## src/rtl/exu_lsu_pipe_if.sv

```systemverilog
// EX->LSU stage bundle: upstream entry fields, LSU-side entry fields and the
// branch redirect. The master side is the producer/consumer around the stage,
// the slave side is the stage itself.
interface exu_lsu_pipe_if #(
    parameter int unsigned DATA_WIDTH = 64,
    parameter int unsigned RD_WIDTH   = 5
);
    logic                  flush;

    logic                  in_valid;
    logic                  in_ready;
    logic [DATA_WIDTH-1:0] in_pc;
    logic [DATA_WIDTH-1:0] in_alu_out;
    logic                  in_less;
    logic                  in_zero;
    logic [2:0]            in_br_type;
    logic [DATA_WIDTH-1:0] in_br_target;
    logic [RD_WIDTH-1:0]   in_rd;
    logic                  in_rf_wen;
    logic                  in_mem_ren;
    logic                  in_mem_wen;
    logic [2:0]            in_mem_size;
    logic [DATA_WIDTH-1:0] in_store_data;

    logic                  out_valid;
    logic                  out_ready;
    logic [DATA_WIDTH-1:0] out_pc;
    logic [DATA_WIDTH-1:0] out_result;
    logic [DATA_WIDTH-1:0] out_store_data;
    logic [RD_WIDTH-1:0]   out_rd;
    logic                  out_rf_wen;
    logic                  out_mem_ren;
    logic                  out_mem_wen;
    logic [2:0]            out_mem_size;
    logic                  out_misalign;

    logic                  redirect_valid;
    logic [DATA_WIDTH-1:0] redirect_pc;

    modport master (
        output flush, in_valid, in_pc, in_alu_out, in_less, in_zero, in_br_type,
               in_br_target, in_rd, in_rf_wen, in_mem_ren, in_mem_wen, in_mem_size,
               in_store_data, out_ready,
        input  in_ready, out_valid, out_pc, out_result, out_store_data, out_rd,
               out_rf_wen, out_mem_ren, out_mem_wen, out_mem_size, out_misalign,
               redirect_valid, redirect_pc
    );

    modport slave (
        input  flush, in_valid, in_pc, in_alu_out, in_less, in_zero, in_br_type,
               in_br_target, in_rd, in_rf_wen, in_mem_ren, in_mem_wen, in_mem_size,
               in_store_data, out_ready,
        output in_ready, out_valid, out_pc, out_result, out_store_data, out_rd,
               out_rf_wen, out_mem_ren, out_mem_wen, out_mem_size, out_misalign,
               redirect_valid, redirect_pc
    );
endinterface

```

## src/rtl/exu_lsu_pipe.sv

```systemverilog
// Registered EX->LSU boundary: resolves branches, forms the link/result value,
// flags misaligned accesses and hands entries to the LSU through a two-entry
// (main + skid) buffer whose in_ready is purely registered.
module exu_lsu_pipe #(
    parameter int unsigned DATA_WIDTH = 64,
    parameter int unsigned RD_WIDTH   = 5
) (
    input logic           clk,
    input logic           rst_n,
    exu_lsu_pipe_if.slave bus
);

    typedef struct packed {
        logic [DATA_WIDTH-1:0] pc;
        logic [DATA_WIDTH-1:0] result;
        logic [DATA_WIDTH-1:0] store_data;
        logic [RD_WIDTH-1:0]   rd;
        logic                  rf_wen;
        logic                  mem_ren;
        logic                  mem_wen;
        logic [2:0]            mem_size;
        logic                  misalign;
    } entry_t;

    entry_t                main_q, main_d;
    entry_t                skid_q, skid_d;
    logic                  main_valid_q, main_valid_d;
    logic                  skid_valid_q, skid_valid_d;
    logic                  redirect_valid_q, redirect_valid_d;
    logic [DATA_WIDTH-1:0] redirect_pc_q, redirect_pc_d;

    entry_t                new_entry;
    logic                  taken;
    logic                  is_jump;
    logic                  accept;
    logic                  retire;

    // Decode the incoming instruction into a stored entry and branch outcome.
    always_comb begin
        taken   = 1'b0;
        is_jump = 1'b0;
        case (bus.in_br_type)
            3'b001:  taken = bus.in_zero;
            3'b010:  taken = ~bus.in_zero;
            3'b011:  taken = bus.in_less;
            3'b100:  taken = ~bus.in_less;
            3'b101,
            3'b110: begin
                taken   = 1'b1;
                is_jump = 1'b1;
            end
            default: taken = 1'b0;
        endcase

        new_entry            = '0;
        new_entry.pc         = bus.in_pc;
        new_entry.result     = is_jump ? bus.in_pc + DATA_WIDTH'(4) : bus.in_alu_out;
        new_entry.store_data = bus.in_store_data;
        new_entry.rd         = bus.in_rd;
        new_entry.rf_wen     = bus.in_rf_wen;
        new_entry.mem_ren    = bus.in_mem_ren;
        new_entry.mem_wen    = bus.in_mem_wen;
        new_entry.mem_size   = bus.in_mem_size;
        if (bus.in_mem_ren | bus.in_mem_wen) begin
            case (bus.in_mem_size[1:0])
                2'b01:   new_entry.misalign = bus.in_alu_out[0];
                2'b10:   new_entry.misalign = |bus.in_alu_out[1:0];
                2'b11:   new_entry.misalign = |bus.in_alu_out[2:0];
                default: new_entry.misalign = 1'b0;
            endcase
        end
    end

    // Flush drops the incoming entry, so it never counts as accepted.
    assign accept = bus.in_valid & ~skid_valid_q & ~bus.flush;
    assign retire = main_valid_q & bus.out_ready;

    // Main/skid routing and redirect generation.
    always_comb begin
        main_d           = main_q;
        skid_d           = skid_q;
        main_valid_d     = main_valid_q;
        skid_valid_d     = skid_valid_q;
        redirect_valid_d = accept & taken;
        redirect_pc_d    = redirect_pc_q;

        if (accept & taken) begin
            redirect_pc_d = bus.in_br_target;
            if (bus.in_br_type == 3'b110) begin
                redirect_pc_d[0] = 1'b0;
            end
        end

        if (bus.flush) begin
            main_valid_d = 1'b0;
            skid_valid_d = 1'b0;
        end else if (retire) begin
            // Accept cannot coincide with a valid skid, so these are exclusive.
            if (skid_valid_q) begin
                main_d       = skid_q;
                skid_valid_d = 1'b0;
            end else if (accept) begin
                main_d       = new_entry;
            end else begin
                main_valid_d = 1'b0;
            end
        end else if (!main_valid_q) begin
            if (accept) begin
                main_d       = new_entry;
                main_valid_d = 1'b1;
            end
        end else if (accept) begin
            skid_d       = new_entry;
            skid_valid_d = 1'b1;
        end
    end

    // State registers with synchronous active-low reset.
    always_ff @(posedge clk) begin
        if (!rst_n) begin
            main_q           <= '0;
            skid_q           <= '0;
            main_valid_q     <= 1'b0;
            skid_valid_q     <= 1'b0;
            redirect_valid_q <= 1'b0;
            redirect_pc_q    <= '0;
        end else begin
            main_q           <= main_d;
            skid_q           <= skid_d;
            main_valid_q     <= main_valid_d;
            skid_valid_q     <= skid_valid_d;
            redirect_valid_q <= redirect_valid_d;
            redirect_pc_q    <= redirect_pc_d;
        end
    end

    assign bus.in_ready       = ~skid_valid_q;
    assign bus.out_valid      = main_valid_q;
    assign bus.out_pc         = main_q.pc;
    assign bus.out_result     = main_q.result;
    assign bus.out_store_data = main_q.store_data;
    assign bus.out_rd         = main_q.rd;
    assign bus.out_rf_wen     = main_q.rf_wen;
    assign bus.out_mem_ren    = main_q.mem_ren;
    assign bus.out_mem_wen    = main_q.mem_wen;
    assign bus.out_mem_size   = main_q.mem_size;
    assign bus.out_misalign   = main_q.misalign;
    assign bus.redirect_valid = redirect_valid_q;
    assign bus.redirect_pc    = redirect_pc_q;

endmodule

```

## src/flat_wrapper.sv

```systemverilog
// flat-port wrapper written by rule: the top's interface ports become plain ports
module exu_lsu_pipe_flat 
#(
    parameter int unsigned DATA_WIDTH = 64,
    parameter int unsigned RD_WIDTH   = 5
)
  (clk, rst_n, bus_flush, bus_in_valid, bus_in_pc, bus_in_alu_out, bus_in_less, bus_in_zero, bus_in_br_type, bus_in_br_target, bus_in_rd, bus_in_rf_wen, bus_in_mem_ren, bus_in_mem_wen, bus_in_mem_size, bus_in_store_data, bus_out_ready, bus_in_ready, bus_out_valid, bus_out_pc, bus_out_result, bus_out_store_data, bus_out_rd, bus_out_rf_wen, bus_out_mem_ren, bus_out_mem_wen, bus_out_mem_size, bus_out_misalign, bus_redirect_valid, bus_redirect_pc);
  exu_lsu_pipe_if #(.DATA_WIDTH(DATA_WIDTH), .RD_WIDTH(RD_WIDTH)) bus_i ();
  input logic clk;
  input logic rst_n;
  input wire logic [$bits(bus_i.flush)-1:0] bus_flush;
  input wire logic [$bits(bus_i.in_valid)-1:0] bus_in_valid;
  input wire logic [$bits(bus_i.in_pc)-1:0] bus_in_pc;
  input wire logic [$bits(bus_i.in_alu_out)-1:0] bus_in_alu_out;
  input wire logic [$bits(bus_i.in_less)-1:0] bus_in_less;
  input wire logic [$bits(bus_i.in_zero)-1:0] bus_in_zero;
  input wire logic [$bits(bus_i.in_br_type)-1:0] bus_in_br_type;
  input wire logic [$bits(bus_i.in_br_target)-1:0] bus_in_br_target;
  input wire logic [$bits(bus_i.in_rd)-1:0] bus_in_rd;
  input wire logic [$bits(bus_i.in_rf_wen)-1:0] bus_in_rf_wen;
  input wire logic [$bits(bus_i.in_mem_ren)-1:0] bus_in_mem_ren;
  input wire logic [$bits(bus_i.in_mem_wen)-1:0] bus_in_mem_wen;
  input wire logic [$bits(bus_i.in_mem_size)-1:0] bus_in_mem_size;
  input wire logic [$bits(bus_i.in_store_data)-1:0] bus_in_store_data;
  input wire logic [$bits(bus_i.out_ready)-1:0] bus_out_ready;
  output wire logic [$bits(bus_i.in_ready)-1:0] bus_in_ready;
  output wire logic [$bits(bus_i.out_valid)-1:0] bus_out_valid;
  output wire logic [$bits(bus_i.out_pc)-1:0] bus_out_pc;
  output wire logic [$bits(bus_i.out_result)-1:0] bus_out_result;
  output wire logic [$bits(bus_i.out_store_data)-1:0] bus_out_store_data;
  output wire logic [$bits(bus_i.out_rd)-1:0] bus_out_rd;
  output wire logic [$bits(bus_i.out_rf_wen)-1:0] bus_out_rf_wen;
  output wire logic [$bits(bus_i.out_mem_ren)-1:0] bus_out_mem_ren;
  output wire logic [$bits(bus_i.out_mem_wen)-1:0] bus_out_mem_wen;
  output wire logic [$bits(bus_i.out_mem_size)-1:0] bus_out_mem_size;
  output wire logic [$bits(bus_i.out_misalign)-1:0] bus_out_misalign;
  output wire logic [$bits(bus_i.redirect_valid)-1:0] bus_redirect_valid;
  output wire logic [$bits(bus_i.redirect_pc)-1:0] bus_redirect_pc;
  assign bus_i.flush = bus_flush;
  assign bus_i.in_valid = bus_in_valid;
  assign bus_i.in_pc = bus_in_pc;
  assign bus_i.in_alu_out = bus_in_alu_out;
  assign bus_i.in_less = bus_in_less;
  assign bus_i.in_zero = bus_in_zero;
  assign bus_i.in_br_type = bus_in_br_type;
  assign bus_i.in_br_target = bus_in_br_target;
  assign bus_i.in_rd = bus_in_rd;
  assign bus_i.in_rf_wen = bus_in_rf_wen;
  assign bus_i.in_mem_ren = bus_in_mem_ren;
  assign bus_i.in_mem_wen = bus_in_mem_wen;
  assign bus_i.in_mem_size = bus_in_mem_size;
  assign bus_i.in_store_data = bus_in_store_data;
  assign bus_i.out_ready = bus_out_ready;
  assign bus_in_ready = bus_i.in_ready;
  assign bus_out_valid = bus_i.out_valid;
  assign bus_out_pc = bus_i.out_pc;
  assign bus_out_result = bus_i.out_result;
  assign bus_out_store_data = bus_i.out_store_data;
  assign bus_out_rd = bus_i.out_rd;
  assign bus_out_rf_wen = bus_i.out_rf_wen;
  assign bus_out_mem_ren = bus_i.out_mem_ren;
  assign bus_out_mem_wen = bus_i.out_mem_wen;
  assign bus_out_mem_size = bus_i.out_mem_size;
  assign bus_out_misalign = bus_i.out_misalign;
  assign bus_redirect_valid = bus_i.redirect_valid;
  assign bus_redirect_pc = bus_i.redirect_pc;
  exu_lsu_pipe #(.DATA_WIDTH(DATA_WIDTH), .RD_WIDTH(RD_WIDTH)) u_core (.clk(clk), .rst_n(rst_n), .bus(bus_i));
endmodule
```

## config.mk

```make
export PLATFORM = sky130hd
export DESIGN_NAME = exu_lsu_pipe_flat
export DESIGN_NICKNAME = d
export VERILOG_FILES = /design/src/rtl/exu_lsu_pipe_if.sv /design/src/rtl/exu_lsu_pipe.sv /design/src/flat_wrapper.sv
export SDC_FILE = /design/constraint.sdc
export NUM_CORES = 1
export LEC_CHECK = 0
export CAP_MARGIN = 25
export CORE_AREA = 5 5 209 211
export CTS_BUF_LIST = sky130_fd_sc_hd__clkbuf_4
export DETAILED_ROUTE_END_ITERATION = 16
export DIE_AREA = 0 0 214 216
export PLACE_DENSITY_LB_ADDON = 0.2
export SLEW_MARGIN = 20
export SYNTH_ARGS = -nofsm -noshare
export SYNTH_HDL_FRONTEND = slang
export SYNTH_SLANG_ARGS = --single-unit
```

## constraint.sdc

```tcl
create_clock -name clk -period 6.7 [get_ports clk]
set_input_delay 1.675 -clock clk [delete_from_list [all_inputs] [get_ports clk]]
set_output_delay 1.675 -clock clk [all_outputs]
set_load 0.01 [all_outputs]
```

# After elaboration in Yosys (flattened, before gate mapping)
# Cells that the tools add are included.
[classes]
bitwise = 11
n_addsub = 1
mux = 15
n_eq_ne = 12
reduce_logical = 9
[ops]
columns = ["op", "n"]
rows = [
  ["$mux W204", 4],
  ["$add A64 B3 Y64 const B", 1],
  ["$mux W64", 1],
  ["$eq A3 B3 Y1 const B", 3],
  ["$mux W1", 8],
  ["$eq A3 B2 Y1 const B", 2],
  ["$ne A2 B2 Y1 const B", 3],
  ["$not A1 Y1", 6],
  ["$reduce_and A2 Y1", 3],
  ["$reduce_or A2 Y1", 3],
  ["$reduce_or A3 Y1", 2],
  ["$pmux W1 S5", 1],
  ["$and A1 B1 Y1", 4],
  ["$eq A2 B2 Y1 const B", 2],
  ["$reduce_and A4 Y1", 1],
  ["$eq A3 B1 Y1 const B", 1],
  ["$pmux W1 S3", 1],
  ["$eq A2 B1 Y1 const B", 1],
  ["$or A1 B1 Y1", 1],
]
[word_totals]
output_inout_bits = 271
in_bits = 277
register_bits = 475
wordCells = 70

# Logic depth before layout (Yosys ltp)
# Gate-level depths: netlist of run 1.
[depth]
depth_word = 7
mapped_depth = 9
depth_no_buf = 7

# Worst setup path after synthesis of run 1
# No wires, ideal clock.
[synth_timing]
kind = "in2reg"
from = "in bus_in_pc[2]"
to = "reg u_core.skid_q[134] in the netlist's numbering"
stages = 7
required_time_ps = 6641
t_arrival_ps = 3818
n_path_buf = 0
setup_ps = 59
setup_slack_ps = 2822
path_cell_list = "ha_1 -> nand4_1 -> or4_4 -> or4_4 -> or3_1 -> a31oi_1 -> a22o_1"
[synth_between]
elab_chain_cells = 2
[synth_rtl]
columns = ["element", "line_no", "source"]
rows = [
  ["from (decl)", "flat_wrapper.sv:13", "input wire logic [$bits(bus_i.in_pc)-1:0] bus_in_pc;"],
  ["$add A64 B3 Y64", "exu_lsu_pipe.sv:57", "new_entry.result = is_jump ? bus.in_pc + DATA_WIDTH'(4) : bus.in_alu_out;"],
  ["$mux W64", "exu_lsu_pipe.sv:57", ""],
  ["to (signal assigned)", "exu_lsu_pipe.sv:129", "skid_q <= skid_d;"],
  ["to (decl)", "exu_lsu_pipe.sv:26", "entry_t skid_q, skid_d;"],
]
# Every way passes these cells.
# A chain may end at the register's enable or synchronous reset.

# Final worst setup path of run 1
[layout_timing]
from = "in bus_out_ready"
to = "reg u_core.main_q (netlist bit u_core.bus.out_result[39])"
[layout_between]
elab_chain_cells = 3
word_cells_on_any_way = 4
cone_classes = "1 x eq/ne; 1 x mux; 1 x bitwise; 1 x reduce/logical"
[layout_rtl]
columns = ["element", "line_no", "source"]
rows = [
  ["from (decl)", "flat_wrapper.sv:25", "input wire logic [$bits(bus_i.out_ready)-1:0] bus_out_ready;"],
  ["$and A1 B1 Y1 (*)", "exu_lsu_pipe.sv:76", "assign retire = main_valid_q & bus.out_ready;"],
  ["$ne A2 B2 Y1 (no line)", "--", ""],
  ["$reduce_and A2 Y1 (no line)", "--", ""],
  ["to (signal assigned)", "exu_lsu_pipe.sv:128", "main_q <= main_d;"],
  ["to (decl)", "exu_lsu_pipe.sv:25", "entry_t main_q, main_d;"],
]
# Every way passes the cells marked *; elsewhere a longest branch is shown, timed or not.

==> load_flow_metrics.sql, run 1 <==
INSERT INTO impl_metrics (metric_group, metric, value, unit) VALUES
('outcome', 'run_status', 'completed', ''),
('critical_path', 'biggest_fanout_along_the_worst_timing_path', '57', ''),
('synth', 'post_synth_main_area_contributors', 'dfxtp_1, a21oi_1, nand2_1', ''),
('sta', 'setup_total_negative_slack', '0', 'ns'),
('critical_path', 'critical_path.startpoint_type', 'input port', ''),
('routing', 'vias_per_cell', '5.908', ''),
('routing', 'routed-via-count', '20840', ''),
('synth', 'synth_top_family_by_area', 'compound AO/OA/AOI/OAI gates', ''),
('clocking', 'postCtsSetupRepairBufs', '0', ''),
('clocking', 'cts.clk_slew.worst_paths', '0.06', 'ns'),
('synth', 'synthDistinctLibCells', '61', ''),
('clocking', 'cts_resized', '0', ''),
('sta', 'finClkSkew', '0.03731', 'ns'),
('die', 'core_region_area', '41570', 'µm²'),
('layout', 'post_route_cells_drive_above_1_share', '8.794', '%'),
('clocking', 'tritoncts.num_buffers', '130', ''),
('synth', 'postSynth.topFlopCell', 'dfxtp_1', ''),
('synth', 'post_synth_instance_area', '19250', 'µm²'),
('sta', 'peak_clock_frequency_supported_by_timing', '0.2335', 'GHz'),
('sta', 'setup_viol', '0', ''),
('synth', 'yosys.area.top_type', 'dfxtp_1', ''),
('place', 'place.gp.congestion', '0.9029', ''),
('min_path', 'min-delay-path-class', 'register to register', ''),
('routing', 'drt_drc_violations_left', '0', ''),
('synth', 'synth-async-reset-ratio', '0', '%'),
('die', 'rows', '75', ''),
('sta', 'period_needed', '4.283', 'ns'),
('routing', 'dr.pass1.iters', '6', ''),
('critical_path', 'end_kind', 'register', ''),
('die', 'die_h', '216', 'µm'),
('synth', 'yosys.area_share.simple', '15.90', '%'),
('clocking', 'clkSinkCount', '475', ''),
('sta', 'maxSlewHeadroom', '28.65', '%'),
('global_route', 'grt_pass1_vias', '20170', ''),
('synth', 'syn-instance-count', '2399', ''),
('sta', 'tightest_slew', '1.070', 'ns'),
('synth', 'count_of_state_elements_after_synthesis', '475', ''),
('synth', 'synth_area_per_cell', '8.025', 'µm²'),
('layout', 'fillerInstances', '3549', ''),
('sta', 'timing.final.crit_share', '63.92', '%'),
('die', 'floorplan.die_area', '46220', 'µm²'),
('die', 'die_w', '214', 'µm'),
('sta', 'drv_slew', '0', ''),
('sta', 'timing.final.hold_violations', '0', ''),
('pwr', 'ir_drop', '0.1656', 'mV'),
('die', 'initial_utilization', '46.31', '%'),
('routing', 'met3_wirelength', '8.580', 'mm'),
('synth', 'synthMuxAreaShare', '1.098', '%'),
('synth', 'postSynthNetCount', '2677', ''),
('clocking', 'cts_tree', 'done', ''),
('clocking', 'htree_levels', '4', ''),
('routing', 'met1Wirelength', '30.96', 'mm'),
('pwr', 'powerDensity', '240.8', 'nW/µm²'),
('critical_path', 'worstPathArrival', '4.90', 'ns'),
('clocking', 'postCtsHoldBufs', '0', ''),
('layout', 'area_growth', '38.59', '%'),
('routing', 'detail-route-antenna-nets', '0', ''),
('layout', 'layout.nets', '3169', ''),
('place', 'detailedPlacementHpwl', '54.59', 'mm'),
('clocking', 'clock_tree.root_cell', 'clkbuf_4', ''),
('routing', 'highest-signal-layer', 'met5', ''),
('die', 'number_of_top_level_pins', '548', ''),
('synth', 'yosys.area_share.xor_xnor', '2.275', '%'),
('global_route', 'grt_max_degree', '157', ''),
('synth', 'fraction_of_the_mapped_netlist_area_in_adder_cells', '0.06499', '%'),
('critical_path', 'required', '7.32', 'ns'),
('global_route', 'antenna_violations_before_repair', '20', ''),
('layout', 'finalCoreUtilization', '64.18', '%'),
('sta', 'fin_worst_hold_slack', '0.4530', 'ns'),
('place', 'io_buffer_count', '547', ''),
('synth', 'synth_sequential_area_ratio', '49.40', '%');
[layout by cell type (no fill, tap or decap), types with 6 or more instances in the layout]
cell	n
nor4_1	15
dfxtp_1	475
o21a_1	8
a22o_1	7
clkinv_1	7
xnor2_1	22
diode_2	21
inv_1	9
o22ai_1	167
a31oi_1	15
or3_1	8
or4_1	7
clkbuf_4	191
nand4_1	16
nor2_1	71
and4_1	9
a211oi_1	6
clkdlybuf4s50_1	546
nand3_1	44
o21ai_0	218
o221ai_1	31
a21oi_1	404
o31ai_1	7
a22oi_1	13
nor3_1	19
buf_4	20
nand2_1	483
and3_1	11
xor2_1	28
mux2i_1	20
[routing by layer]
metal	vias to the layer above	track usage, %
met1	9911	40.22
met4	2	16.45
met3	200	10.62
li1	9604	-
met5	-	0
met2	1125	50.82
[cells by family (layout without fill, tap and decap cells)]
| group | count (synthesis) | in the layout |
|---|---|---|
| and+or+nand+nor | 713 | 713 |
| muxes | 21 | 21 |
| AOI/OAI and AO/OA | 911 | 911 |
| adders and majority gates | 1 | 1 |
| xor gates and xnor gates | 50 | 50 |
| buffers and inverters | 228 | 797 |
| DFF | 475 | 475 |
| other | 0 | 21 |
[cells in the mapped netlist, drive strengths merged (17+ instances only)]
master  number
o22ai      167
mux2i       20
xnor2       22
o21ai      219
xor2        28
nand4       17
o221ai      31
clkbuf     174
nor2        74
nand2      484
buf         44
dfxtp      475
nor3        21
nand3       45
a21oi      405
[where the power goes]
part / switching [µW] / leakage (µW) / internal (µW)
Sequential: 55.7 / 0.00386 / 2920
Combinational: 443 / 0.00460 / 394
Clock: 1180 / 0.000972 / 1440
Total: 1670 / 0.00943 / 4750
[stage by stage]
stage               area, µm²  std cells  worst slack [ns]  total power, µW
CTS                     26520       3503             2.545             6463
global route            26670       3526             2.357             6705
detailed placement      24910       3294             1.697             3850
global placement        24880       3292             1.764             3839
floorplan               19250       2399             2.822             3345
finish                  26680       3528             2.417             6425
[critical path, stage by stage]
cell and delay, ns:
clkdlybuf4s50_1 0.58, nor2b_1 0.20, nor2_4 0.12, buf_4 0.57, nand2_1 0.51, nor2_1 0.94, a2111oi_0 0.27
[registers in the layout (all words and copies together), names as in the netlist, 3 cells and up]
register and count:
u_core.bus.out_mem_size 3, u_core.bus.out_pc 64, u_core.bus.out_rd 5, u_core.bus.out_result 64, u_core.bus.out_store_data 64, u_core.bus.redirect_pc 64, u_core.skid_q 204
[worst paths after layout]
kind | start | end | slack, ns | cells past startpoint
worst max-delay path | bus_out_ready | u_core.bus.out_result[39] | 2.42 | 7
worst min register to register | u_core.skid_q[121] | u_core.skid_q[121] | 0.45 | 2
worst max register to register | u_core.bus.out_valid | u_core.bus.out_result[39] | 3.41 | 6
worst min-delay path | u_core.skid_q[121] | u_core.skid_q[121] | 0.45 | 2
[final cells by class]
type / count / area [µm²] / area share, %
timing repair buffer: 578 / 5843 / 21.90
inverter: 10 / 45.04 / 0.1688
multi-input combinational: 1696 / 8944 / 33.52
antenna: 21 / 52.55 / 0.1970
clock buffer: 191 / 1434 / 5.375
sequential: 475 / 9509 / 35.64
clock inverter: 18 / 177.7 / 0.6659
tap: 539 / 674.4 / 2.528
Power figures use the tool's default switching activity.
==> run 2, diff against run 1 <==
==> constraint.sdc (replaced) <==
create_clock -name clk -period 4.4 [get_ports clk]
set_input_delay 1.1 -clock clk [delete_from_list [all_inputs] [get_ports clk]]
set_output_delay 1.1 -clock clk [all_outputs]
set_load 0.01 [all_outputs]
==> run 2 against run 1 <==
Final cell count grew 1.3%; largest cell class unchanged; core utilization grew 0.31 points; sequential share of layout area shrank 0.17 points; clock-buffer cell count shrank 20; clock skew grew 0.016 ns.
==> load_flow_metrics.sql, run 2 (synthesis results as in run 1) <==
INSERT INTO impl_metrics (metric_group, metric, value, unit) VALUES
('sta', 'rsz0062_at_grt', 'false', ''),
('sta', 'finClkSkew', '0.05283', 'ns'),
('place', 'detailedPlacementHpwl', '54.93', 'mm'),
('routing', 'drt_iter0_drc', '2417', ''),
('die', 'number_of_top_level_pins', '548', ''),
('clocking', 'clock_tree.root_cell', 'clkbuf_4', ''),
('sta', 'maxSlewHeadroom', '24.06', '%'),
('layout', 'finish.instance_area', '26810', 'µm²'),
('routing', 'route.detailed.wl_per_inst', '22.62', 'µm'),
('pwr', 'ir_drop', '0.2113', 'mV'),
('pwr', 'p_leak', '0.009486', 'µW'),
('layout', 'fillerInstances', '3580', ''),
('flow_run', 'drv_cap', '0', ''),
('global_route', 'grtUsageTotal', '32.72', '%'),
('sta', 'setup_total_negative_slack', '0', 'ns'),
('routing', 'drt_drc_violations_left', '0', ''),
('clocking', 'cts-root-to-sink-buffers', '3', ''),
('critical_path', 'critical_path.startpoint_type', 'input port', ''),
('routing', 'routed-via-count', '20850', ''),
('die', 'initial_utilization', '46.31', '%'),
('die', 'core_region_area', '41570', 'µm²'),
('die', 'die_h', '216', 'µm'),
('clocking', 'postCtsHoldBufs', '0', ''),
('clocking', 'htree_levels', '3', ''),
('global_route', 'grt_first_pass_wirelength', '120.9', 'mm'),
('critical_path', 'worstPathArrival', '4.04', 'ns'),
('min_path', 'timing.hold.worst_endpoint', 'u_core.skid_q[99]', ''),
('routing', 'detail-route-antenna-nets', '0', ''),
('clocking', 'cts_resized', '0', ''),
('clocking', 'skew_pair_late_insertion_delay', '0.87', 'ns'),
('sta', 'setup_viol', '0', ''),
('critical_path', 'end_kind', 'register', ''),
('die', 'rows', '75', ''),
('global_route', 'grt_max_degree', '158', ''),
('place', 'place.gp.congestion', '0.9327', ''),
('layout', 'biggest_register', 'u_core.skid_q', ''),
('critical_path', 'required', '5.20', 'ns'),
('sta', 'drv_slew', '0', ''),
('sta', 'timing.final.hold_violations', '0', ''),
('global_route', 'grt_pass1_vias', '20020', ''),
('layout', 'layout.nets', '3188', ''),
('layout', 'largest_register_ffs', '204', ''),
('sta', 'period_needed', '3.242', 'ns'),
('pwr', 'internal_power', '6957', 'µW'),
('pwr', 'switching_share', '27.36', '%'),
('sta', 'tightest_slew', '1.139', 'ns'),
('sta', 'timing.final.crit_share', '73.69', '%'),
('clocking', 'clkSinkCount', '475', ''),
('routing', 'wl', '80.86', 'mm'),
('global_route', 'antenna_violations_before_repair', '25', ''),
('pwr', 'power_frac_seq', '47.2', '%'),
('outcome', 'run_status', 'completed', ''),
('critical_path', 'biggest_fanout_along_the_worst_timing_path', '14', ''),
('layout', 'multiInputGateArea', '8941', 'µm²'),
('pwr', 'powerDensity', '357.2', 'nW/µm²'),
('place', 'io_buffer_count', '547', ''),
('min_path', 'hold_depth', '2', ''),
('min_path', 'hold_path.startpoint', 'u_core.skid_q[99]', ''),
('critical_path', 'cell_depth_of_the_worst_flop_to_flop_path', '6', ''),
('pwr', 'power.net_switching', '2620', 'µW'),
('critical_path', 'timing.reg2reg.setup_slack', '1.67', 'ns'),
('global_route', 'gr-total-overflow', '0', ''),
('clocking', 'cts_tree', 'done', ''),
('pwr', 'combPwrFrac', '13.6', '%'),
('layout', 'layout.area.seq', '9509', 'µm²'),
('min_path', 'min-delay-path-class', 'register to register', ''),
('layout', 'area_growth', '39.26', '%'),
('critical_path', 'rr_startpoint', 'u_core.bus.out_valid', ''),
('routing', 'dr.pass1.iters', '6', ''),
('die', 'die_w', '214', 'µm'),
('layout', 'post_route_cells_drive_above_1_share', '8.910', '%'),
('clocking', 'tritoncts.num_buffers', '121', ''),
('layout', 'layout.cells.most_common', 'clkdlybuf4s50_1', ''),
('critical_path', 'reg2reg_to', 'u_core.skid_q[171]', ''),
('clocking', 'postCtsSetupRepairBufs', '0', ''),
('critical_path', 'setup.worst_path.class', 'input port to register', ''),
('sta', 'peak_clock_frequency_supported_by_timing', '0.3084', 'GHz'),
('place', 'placement.cell_area', '25210', 'µm²'),
('clocking', 'cts.clk_slew.worst_paths', '0.06', 'ns'),
('pwr', 'pwr-share-clk', '39.2', '%'),
('die', 'floorplan.die_area', '46220', 'µm²'),
('layout', 'most-common-layout-cells', 'clkdlybuf4s50_1, nand2_1, dfxtp_1', ''),
('routing', 'vias_per_cell', '5.832', '');
[run 2: worst max path at each step]
stage,startpoint,slack (ns),to
2_1_floorplan,bus_in_pc[2],1.10,u_core.skid_q[134]
3_3_place_gp,bus_in_pc[2],0.33,u_core.bus.out_result[58]
3_5_place_dp,bus_in_pc[2],0.32,u_core.skid_q[134]
4_1_cts,bus_in_pc[2],1.24,u_core.bus.out_result[58]
5_1_grt,bus_in_pc[2],1.04,u_core.bus.out_result[54]
6_report,bus_in_pc[2],1.16,u_core.bus.out_result[58]
[run 2: layout make-up]
type	instances	area share (%)
diodes	28	0.2614
clock buffers	171	4.788
clock inverters	50	0.9334
inverters	10	0.1680
multi-input cells	1696	33.35
flip-flops and latches	475	35.47
well taps	539	2.516
repair buffers	606	22.51
[run 2: worst max-delay path, stage by stage]
cell and delay [ns]:
clkdlybuf4s50_1 0.59, ha_1 0.25, nand4_1 0.13, or4_4 0.63, or4_4 0.59, or3_1 0.36, a31oi_1 0.23, o21a_1 0.16
[run 2: power by group through the flow]
stage | Sequential [µW] | Clock, µW | Combinational [µW]
3_3_place_gp | 4610 | 0 | 1270
3_5_place_dp | 4610 | 0 | 1280
6_report | 4520 | 3760 | 1300
4_1_cts | 4520 | 3830 | 1290
5_1_grt | 4530 | 4070 | 1380
2_1_floorplan | 4650 | 0 | 442
[run 2: through the flow]
stage | std cells | utilization [%] | total power (µW) | hold WS (ns) | setup slack (ns)
2_1_floorplan | 2399 | - | 5094 | 0.4252 | 1.097
3_3_place_gp | 3325 | 60.61 | 5876 | 0.4324 | 0.3324
3_5_place_dp | 3326 | 60.63 | 5893 | 0.4424 | 0.3216
4_1_cts | 3547 | 64.32 | 9631 | 0.4499 | 1.237
5_1_grt | 3574 | 64.48 | 9980 | 0.4697 | 1.042
6_report | 3575 | 64.49 | 9577 | 0.4504 | 1.158
[run 2: layer usage]
layer | vias up | wire length, µm | GRT usage [%]
met4 | 0 | 3425 | 15.48
met3 | 185 | 7983 | 10.36
met2 | 1089 | 36950 | 51.02
met5 | - | 0 | 0
li1 | 9676 | - | -
met1 | 9901 | 32500 | 41.50
==> run 3, diff against run 2 <==
==> constraint.sdc (replaced) <==
create_clock -name clk -period 3.05 [get_ports clk]
set_input_delay 0.7625 -clock clk [delete_from_list [all_inputs] [get_ports clk]]
set_output_delay 0.7625 -clock clk [all_outputs]
set_load 0.01 [all_outputs]
==> run 3 against run 2 <==
Sequential power grew 44%; core utilization rose by 2.3 points; flip-flop and latch count unchanged; critical path depth is 1 higher; largest cell class unchanged; via count grew 2.4%; combinational power is 52% higher; die area unchanged.
==> load_flow_metrics.sql, run 3 (synthesis results as in run 1) <==
INSERT INTO impl_metrics (metric_group, metric, value, unit) VALUES
('sta', 'drv_slew', '0', ''),
('layout', 'layout.nets', '3303', ''),
('critical_path', 'biggest_fanout_along_the_worst_timing_path', '5', ''),
('critical_path', 'timing.reg2reg.setup_slack', '0.69', 'ns'),
('routing', 'detail-route-antenna-nets', '0', ''),
('global_route', 'grtUsageTotal', '33.88', '%'),
('pwr', 'ir_drop', '0.3239', 'mV'),
('layout', 'layout.area.seq', '9509', 'µm²'),
('global_route', 'grt_pass1_vias', '20830', ''),
('flow_run', 'drv_cap', '0', ''),
('clocking', 'postCtsSetupRepairBufs', '0', ''),
('clocking', 'cts_resized', '0', ''),
('sta', 'peak_clock_frequency_supported_by_timing', '0.3546', 'GHz'),
('sta', 'timing.final.crit_share', '92.46', '%'),
('critical_path', 'setup.worst_path.class', 'input port to register', ''),
('clocking', 'cts.clk_slew.worst_paths', '0.07', 'ns'),
('clocking', 'postCtsHoldBufs', '0', ''),
('critical_path', 'worstSetupEndpoint', 'u_core.bus.out_result[48]', ''),
('place', 'io_buffer_count', '547', ''),
('clocking', 'cts_tree', 'done', ''),
('die', 'core_region_area', '41570', 'µm²'),
('routing', 'wl', '83.49', 'mm'),
('die', 'die_w', '214', 'µm'),
('layout', 'fin_cells', '3663', ''),
('pwr', 'p_leak', '0.01011', 'µW'),
('sta', 'setup_viol', '0', ''),
('global_route', 'groute.layer.met1.usage', '41.87', '%'),
('global_route', 'gr-max-usage-layer', 'met2', ''),
('place', 'place.gp.congestion', '0.9821', ''),
('critical_path', 'critical_path.slowest_cell', 'or4_4', ''),
('place', 'dp_slack', '-0.5806', 'ns'),
('routing', 'routed-via-count', '21350', ''),
('place', 'dpl.cell_count', '3441', ''),
('die', 'number_of_top_level_pins', '548', ''),
('global_route', 'gr-total-overflow', '0', ''),
('routing', 'vias_per_cell', '5.829', ''),
('critical_path', 'cell_depth_of_the_worst_flop_to_flop_path', '7', ''),
('sta', 'finClkSkew', '0.04412', 'ns'),
('critical_path', 'crit_path_cell_trace', 'clkdlybuf4s50_1, nand3_1, buf_4, or4_4, buf_4, or3_1, nor3_1, xnor2_1, a2111oi_0', ''),
('die', 'rows', '75', ''),
('clocking', 'clkSinkCount', '475', ''),
('layout', 'post_route_cells_drive_above_1_share', '12.89', '%'),
('sta', 'final_worst_setup_slack', '0.2301', 'ns'),
('critical_path', 'cp_common_cell', 'buf_4', ''),
('sta', 'rsz0062_at_grt', 'false', ''),
('routing', 'drt_iter0_drc', '2268', ''),
('layout', 'fillerInstances', '3475', ''),
('clocking', 'htree_levels', '3', ''),
('sta', 'timing.final.hold_violations', '0', ''),
('sta', 'maxSlewHeadroom', '29.57', '%'),
('global_route', 'grt_max_degree', '161', ''),
('sta', 'tightest_slew', '1.057', 'ns'),
('min_path', 'min-delay-path-class', 'input port to register', ''),
('routing', 'route.detailed.wl_per_inst', '22.79', 'µm'),
('clocking', 'cts-root-to-sink-buffers', '3', ''),
('die', 'die_h', '216', 'µm'),
('layout', 'multiInputGateArea', '8944', 'µm²'),
('critical_path', 'rr_startpoint', 'u_core.bus.out_valid', ''),
('layout', 'most-common-layout-cells', 'clkdlybuf4s50_1, nand2_1, dfxtp_1', ''),
('place', 'detailedPlacementHpwl', '58.53', 'mm'),
('global_route', 'grt_util_met2', '54.77', '%'),
('layout', 'area_growth', '44.23', '%'),
('clocking', 'tritoncts.num_buffers', '121', ''),
('clocking', 'clock_tree.root_cell', 'clkbuf_4', ''),
('critical_path', 'end_kind', 'register', ''),
('critical_path', 'required', '3.77', 'ns'),
('die', 'initial_utilization', '46.31', '%'),
('layout', 'layout.cells.most_common', 'clkdlybuf4s50_1', ''),
('critical_path', 'worstPathArrival', '3.54', 'ns'),
('clocking', 'skew_pair_late_insertion_delay', '0.85', 'ns'),
('critical_path', 'worst_setup_path_startpoint', 'bus_in_pc[15]', ''),
('sta', 'period_needed', '2.820', 'ns'),
('outcome', 'run_status', 'completed', ''),
('critical_path', 'critPathMaxStageDelay', '0.56', 'ns'),
('critical_path', 'reg2reg_to', 'u_core.skid_q[110]', ''),
('global_route', 'antenna_violations_before_repair', '17', ''),
('layout', 'biggest_register', 'u_core.skid_q', ''),
('die', 'floorplan.die_area', '46220', 'µm²'),
('layout', 'largest_register_ffs', '204', ''),
('routing', 'dr.pass1.iters', '7', ''),
('global_route', 'grt_first_pass_wirelength', '124.9', 'mm'),
('sta', 'fin_worst_hold_slack', '0.2482', 'ns'),
('pwr', 'powerDensity', '505.4', 'nW/µm²'),
('critical_path', 'critical_path.startpoint_type', 'input port', ''),
('global_route', 'gr-usage-met3', '10.73', '%'),
('routing', 'drt_drc_violations_left', '0', '');
==> run 3: layer usage <==
metal / part of all wire (%) / wire [µm]
met1: 39 / 32820
met2: 47 / 39220
met3: 10 / 8521
met4: 3.5 / 2902
met5: 0.025 / 21
==> run 3: worst min path at each step <==
stage / cells past startpoint / start / slack, ns / endpoint
floorplan: 2 / u_core.skid_q[121] / 0.43 / u_core.skid_q[121]
global placement: 2 / u_core.skid_q[121] / 0.43 / u_core.skid_q[121]
detailed placement: 2 / u_core.skid_q[105] / 0.45 / u_core.skid_q[105]
CTS: 3 / rst_n / 0.19 / u_core.bus.out_result[57]
global route: 3 / rst_n / 0.22 / u_core.bus.out_result[57]
finish: 3 / rst_n / 0.25 / u_core.bus.out_result[57]
==> run 3: metrics by stage <==
stage	utilization (%)	instance area, µm²	power (µW)	TNS [ns]
after floorplan	-	19250	7349	0
after global placement	62.97	26180	8574	-20.75
after detailed placement	62.97	26180	8601	-27.02
after CTS	66.70	27730	14090	0
after global routing	66.79	27770	14610	0
final	66.79	27770	14030	0
==> run 3: worst max-delay path: cells and delay by family <==
kind / cells / cell delay, ns
AND/OR/NAND/NOR: 4 / 1.38
XOR/XNOR: 1 / 0.11
buffers and inverters: 3 / 0.89
AO/OA/AOI/OAI: 1 / 0.39
==> run 3: layout make-up <==
class	instances	area share, %
antenna	14	0.1262
timing repair buffer	721	25.24
clock inverter	22	0.5588
multi-input combinational	1696	32.21
sequential	475	34.25
inverter	10	0.1622
clock buffer	186	5.029
tap	539	2.429
==> run 3: power breakdown <==
group          leakage, µW  internal, µW  switching, µW
combinational      0.00531           954           1020
sequential         0.00386          6400            129
clock             0.000936          2920           2620
total               0.0101         10300           3760
